===== config.mk =====
export PLATFORM = sky130hd
export DESIGN_NAME = lj24rx
export DESIGN_NICKNAME = d
export VERILOG_FILES = /design/src/rtl/lj24rx.sv
export SDC_FILE = /design/constraint.sdc
export NUM_CORES = 1
export LEC_CHECK = 0
export ABC_CLOCK_PERIOD_IN_PS = 4100
export BUFFER_PORTS_ARGS = -buffer_cell sky130_fd_sc_hd__buf_2
export CORE_MARGIN = 2
export CORE_UTILIZATION = 62
export CTS_BUF_LIST = sky130_fd_sc_hd__clkbuf_4 sky130_fd_sc_hd__clkbuf_8
export DETAILED_ROUTE_END_ITERATION = 10
export PLACE_DENSITY_LB_ADDON = 0.3
export RECOVER_POWER = 50
export SLEW_MARGIN = 20
export SYNTH_ARGS = -nofsm -noshare
export SYNTH_HDL_FRONTEND = slang
export SYNTH_SLANG_ARGS = --single-unit

===== constraint.sdc =====
create_clock -name clk -period 4.1 [get_ports clk]
set_input_delay 0.82 -clock clk [delete_from_list [all_inputs] [get_ports clk]]
set_output_delay 0.82 -clock clk [all_outputs]
set_load 0.03 [all_outputs]

===== src/rtl/lj24rx.sv =====
// lj24rx: left-justified serial audio receiver (slave).
//
// Samples the external lrck/bck/data lines in the clk domain, deserialises one sample per
// lrck half-period (MSB first, first bck rise after the lrck edge carries the MSB) and
// issues one write per channel to a downstream FIFO.
//
// Ports:
//   clk, reset_n         system clock, synchronous active-low reset
//   lrck, bck, data      serial port inputs, asynchronous to clk
//   fifo_full            downstream FIFO full; sampled only in the push cycle
//   fifo_wrreq           one-clk write strobe
//   fifo_data            {ch, 7'd0, sample[23:0]}, ch=1 for left, sample left-aligned
//   frame_err            sticky: lrck edge arrived before DATA_W bits were captured
//   ovf                  sticky: word dropped because fifo_full
//   err_clr              clears frame_err/ovf (and drop_cnt) on the next clk
//   drop_cnt             (LJ24RX_DROP_CNT_EN only) saturating count of dropped words
//
// Optional feature macro: LJ24RX_DROP_CNT_EN adds the drop_cnt output and its counter.
module lj24rx #(
  parameter int unsigned SYNC_STAGES = 2,
  parameter int unsigned DATA_W      = 24,
  parameter logic        LEFT_LVL    = 1'b1
) (
  input  logic        clk,
  input  logic        reset_n,
  input  logic        lrck,
  input  logic        bck,
  input  logic        data,
  input  logic        fifo_full,
  output logic        fifo_wrreq,
  output logic [31:0] fifo_data,
  output logic        frame_err,
  output logic        ovf,
  input  logic        err_clr
`ifdef LJ24RX_DROP_CNT_EN
  ,
  output logic [7:0]  drop_cnt
`endif
);

  localparam int unsigned CntW = (DATA_W > 1) ? $clog2(DATA_W) : 1;

  localparam logic [1:0] StAlign = 2'd0;
  localparam logic [1:0] StShift = 2'd1;
  localparam logic [1:0] StPush  = 2'd2;
  localparam logic [1:0] StWait  = 2'd3;

  logic [SYNC_STAGES-1:0] lrck_sync_q, lrck_sync_d;
  logic [SYNC_STAGES-1:0] bck_sync_q, bck_sync_d;
  logic [SYNC_STAGES-1:0] data_sync_q, data_sync_d;
  logic [SYNC_STAGES:0]   prime_q, prime_d;
  logic                   lrck_prev_q, bck_prev_q;
  logic [1:0]             state_q, state_d;
  logic [CntW-1:0]        bit_cnt_q, bit_cnt_d;
  logic [DATA_W-1:0]      sreg_q, sreg_d;
  logic                   ch_q, ch_d;
  logic                   wrreq_q, wrreq_d;
  logic [31:0]            fdata_q, fdata_d;
  logic                   frame_err_q, frame_err_d;
  logic                   ovf_q, ovf_d;

  logic        lrck_s, bck_s, data_s, primed, lrck_edge, bck_rise;
  logic [23:0] sample;

  assign lrck_s = lrck_sync_q[SYNC_STAGES-1];
  assign bck_s  = bck_sync_q[SYNC_STAGES-1];
  assign data_s = data_sync_q[SYNC_STAGES-1];

  // The sync chains and edge registers come out of reset as 0; edges are ignored until
  // both the synced value and its previous copy reflect the real line, so a line that
  // is simply high at reset release is not mistaken for an edge.
  assign primed    = prime_q[SYNC_STAGES];
  assign lrck_edge = primed && (lrck_s != lrck_prev_q);
  assign bck_rise  = primed && bck_s && !bck_prev_q;

  assign sample = 24'(sreg_q) << (24 - DATA_W);

  always_comb begin
    lrck_sync_d = {lrck_sync_q[SYNC_STAGES-2:0], lrck};
    bck_sync_d  = {bck_sync_q[SYNC_STAGES-2:0], bck};
    data_sync_d = {data_sync_q[SYNC_STAGES-2:0], data};
    prime_d     = {prime_q[SYNC_STAGES-1:0], 1'b1};

    state_d     = state_q;
    bit_cnt_d   = bit_cnt_q;
    sreg_d      = sreg_q;
    ch_d        = ch_q;
    wrreq_d     = 1'b0;
    fdata_d     = fdata_q;
    frame_err_d = frame_err_q & ~err_clr;
    ovf_d       = ovf_q & ~err_clr;

    if (state_q == StPush) begin
      if (fifo_full) begin
        ovf_d = 1'b1;
      end else begin
        wrreq_d = 1'b1;
        fdata_d = {ch_q, 7'd0, sample};
      end
      state_d = StWait;
    end

    // An lrck edge always opens a new frame; in PUSH the word above still completes.
    if (lrck_edge) begin
      if (state_q == StShift) frame_err_d = 1'b1;
      state_d   = StShift;
      bit_cnt_d = '0;
      sreg_d    = '0;
      ch_d      = (lrck_s == LEFT_LVL);
    end

    // A bck rise coinciding with the lrck edge is the MSB of the new frame.
    if (bck_rise && (state_d == StShift)) begin
      sreg_d = (sreg_d << 1) | DATA_W'(data_s);
      if (bit_cnt_d == CntW'(DATA_W - 1)) begin
        state_d   = StPush;
        bit_cnt_d = '0;
      end else begin
        bit_cnt_d = bit_cnt_d + CntW'(1);
      end
    end
  end

  always_ff @(posedge clk) begin
    if (!reset_n) begin
      lrck_sync_q <= '0;
      bck_sync_q  <= '0;
      data_sync_q <= '0;
      prime_q     <= '0;
      lrck_prev_q <= 1'b0;
      bck_prev_q  <= 1'b0;
      state_q     <= StAlign;
      bit_cnt_q   <= '0;
      sreg_q      <= '0;
      ch_q        <= 1'b0;
      wrreq_q     <= 1'b0;
      fdata_q     <= '0;
      frame_err_q <= 1'b0;
      ovf_q       <= 1'b0;
    end else begin
      lrck_sync_q <= lrck_sync_d;
      bck_sync_q  <= bck_sync_d;
      data_sync_q <= data_sync_d;
      prime_q     <= prime_d;
      lrck_prev_q <= lrck_s;
      bck_prev_q  <= bck_s;
      state_q     <= state_d;
      bit_cnt_q   <= bit_cnt_d;
      sreg_q      <= sreg_d;
      ch_q        <= ch_d;
      wrreq_q     <= wrreq_d;
      fdata_q     <= fdata_d;
      frame_err_q <= frame_err_d;
      ovf_q       <= ovf_d;
    end
  end

  assign fifo_wrreq = wrreq_q;
  assign fifo_data  = fdata_q;
  assign frame_err  = frame_err_q;
  assign ovf        = ovf_q;

`ifdef LJ24RX_DROP_CNT_EN
  logic [7:0] drop_cnt_q, drop_cnt_d;
  logic       drop_inc;

  assign drop_inc = (state_q == StPush) && fifo_full;

  // A drop in the same cycle as err_clr survives as a count of one.
  always_comb begin
    drop_cnt_d = err_clr ? 8'd0 : drop_cnt_q;
    if (drop_inc) begin
      if (err_clr)                  drop_cnt_d = 8'd1;
      else if (drop_cnt_q != 8'hFF) drop_cnt_d = drop_cnt_q + 8'd1;
    end
  end

  always_ff @(posedge clk) begin
    if (!reset_n) drop_cnt_q <= 8'd0;
    else          drop_cnt_q <= drop_cnt_d;
  end

  assign drop_cnt = drop_cnt_q;
`endif

endmodule


==> impl_metrics.ini <==
[clocking]
cts_tree = yes
post_cts_buffers = 0
cts_root_buf = clkbuf_8
cts_made_buffers = 9
cts_max_level = 3
clock_latency_ns = 0.34
clk_path_buf_depth = 2
ctsResizeCount = 0
hold_buffers = 0
clkTransAtPathRegs_ns = 0.07
clkSinkCount = 71

[critical_path]
crit_chain = xnor2_1, nand2b_1, and2_1, ha_1, nand4_1, or3b_1, a21oi_1
cp-end-kind = flop
cp.required_ns = 4.36
regToRegSetupSlack_ns = 1.74
worst_path_largest_cell_delay_ns = 0.47
cp.arrival_ns = 2.62
slowest_stage = xnor2_1
cp_max_fo = 12
crit_type = reg -> reg
startpoint_type = flop

[global_routing]
grt_pass1_vias = 1821
busiest_layer = met2
antenna_found_initial = 0
use_met2 = 0.337
grt_max_degree = 49
grt_first_pass_wirelength_microns = 7890
gr-usage-met1 = 0.240
gr-total-overflow = 0
met3_usage = 0.0523
grt_usage = 0.204

[pwr]
combPwrFrac = 0.026
irDropWorstVdd_mv = 0.270
power.density_nw_per_um2 = 417
p_leak_nw = 1.07
clockPowerShare = 0.405
p_seq_frac = 0.569
p_switching_mw = 0.261
intPower_mw = 0.964
total_power_mw = 1.22
power_switching_share = 0.213

[routing]
wl_per_cell_microns = 11.8
via_count = 2019
antenna_left = 0
viasPerCell = 5.19
totalWireLength_microns = 4580
drt_iter0_drc = 142
drcViolationCount = 0
drt_pass1_iterations = 4

[timing]
final.setup_skew_ns = 0.00667
report.final.slew_viol_count = 0
tns_ns = 0
clock.fmax_mhz = 424
setup_viol = 0
tightestPinTransition_ns = 1.19
final-hold-violation-count = 0
fin_crit_sh = 0.575
finalCriticalPeriod_ns = 2.36
relSlewSlack = 0.207
rsz0062_at_grt = false

[worst_hold_path]
hold_path_class = reg -> reg

[die]
io_pins = 42
dieArea_sq_um = 4860
rows = 23
fp.dieW_microns = 69.7
start_util = 0.655
core-area_sq_um = 4090
die_h_microns = 69.7

[logic_synthesis]
ys_async_sr_fraction = 0
ys_ff_latch = 71
ys_seq_area_frac = 0.531
ys_types = 34
syn_inst = 308
synth.cell_area_sq_um = 2680
synth-main-ff-cell = dfxtp_1
ys_warn_count = 0
synth_edf_count = 0
synth.avg_cell_area_sq_um = 8.69

[place]
detailed_place.area_sq_um = 2800
dpl.hpwl_microns = 2810
place_congestion = 0.754
dpl.cell_count = 374
io_buffer_count = 34

[cells_and_area]
layout.cells.non_filler = 389
syn_to_final_growth_pct = 9.77
finish.instance_area_sq_um = 2940
layout.nets = 343
drive_gt1_frac = 0.127
utilization = 0.719
antenna_cells = 0

[run_status]
outcome = finished, final reports clean

[run]
maxCapViolCount = 0
[worst max-delay path, delay by kind of cell, from the launching register on]
family	cells	cell delay [ns]
AOI/OAI and AO/OA	1	0.15
DFF	1	0.33
and+or+nand+nor	4	1.12
xor gates and xnor gates	1	0.47
adders and majority gates	1	0.21
[through the flow]
stage                     hold slack, ns  worst slack (ns)
after floorplan                    0.412              2.21
after global placement             0.413              1.78
after detailed placement           0.419              1.75
after CTS                          0.435              1.90
after global routing               0.446              1.54
final                              0.432              1.74
[synth_stat cells, drive strengths merged (2+ instances only)]
cell	n	area (sq um)
a21boi	33	251
a21oi	26	130
and2	14	87.6
and3b	2	17.5
buf	20	126
clkbuf	5	18.8
dfxtp	71	1420
inv	2	7.51
nand2	105	394
nand2b	5	31.3
nand3	2	10.0
nand4	3	18.8
o21ai	2	10.0
o22ai	2	12.5
or3b	2	17.5
[cells by family after synthesis]
logic type,count (synthesis),synth area share
compound gates,67,0.164
buf+inv,27,0.0570
mux,1,0.00421
flops,71,0.531
other cells,1,0.00140
simple gates,139,0.232
fa+ha+maj,1,0.00467
xor+xnor,1,0.00608
[flip-flops by register name, summed over array words and instances (netlist names)]
register	cells
bck_prev_q	1
bck_sync_q	2
bit_cnt_q	5
ch_q	1
data_sync_q	2
fifo_data	25
fifo_wrreq	1
frame_err	1
lrck_prev_q	1
lrck_sync_q	2
ovf	1
prime_q	3
sample	24
state_q	2
[layout make-up]
class                   instances  area (sq um)
clock buffers                  14           168
clock inverters                 1          5.00
fillers                       351          1150
inverters                       2          7.51
multi-input cells             216          1110
flip-flops and latches         71          1420
well taps                      50          62.6
repair buffers                 35           161
[final timing paths]
path | from | end | cells after the start
worst max-delay path | lrck_sync_q[1] | bit_cnt_q[4] | 7
worst min-delay path | lrck_sync_q[0] | lrck_sync_q[1] | 1
worst min register to register | lrck_sync_q[0] | lrck_sync_q[1] | 1
worst max register to register | lrck_sync_q[1] | bit_cnt_q[4] | 7
[cells in the final DEF, fill, tap and decap left out, drive strengths merged]
cell type / instances
a211o: 1
a21bo: 1
a21boi: 33
a21oi: 26
and2: 14
and3: 1
and3b: 2
buf: 24
clkbuf: 25
clkinv: 1
conb: 7
dfxtp: 71
ha: 1
inv: 2
mux2: 1
nand2: 105
nand2b: 5
nand3: 2
nand3b: 1
nand4: 3
nand4b: 1
nor2: 1
nor2b: 1
nor3b: 1
o211ai: 1
o21a: 1
o21ai: 2
o22ai: 2
or3b: 2
xnor2: 1
[power groups by stage]
stage | combinational [mW] | clock [mW] | sequential, mW
6_report | 0.0313 | 0.496 | 0.697
5_1_grt | 0.0348 | 0.534 | 0.697
4_1_cts | 0.0323 | 0.507 | 0.697
3_5_place_dp | 0.0322 | 0 | 0.713
3_3_place_gp | 0.0319 | 0 | 0.712
2_1_floorplan | 0.0323 | 0 | 0.712
[metal layers]
layer	part of all wire	wire length, microns
met2	0.47	2140
met4	0.019	85
met5	0	0
met3	0.041	188
met1	0.47	2170
(Power assumes the default switching activity.)
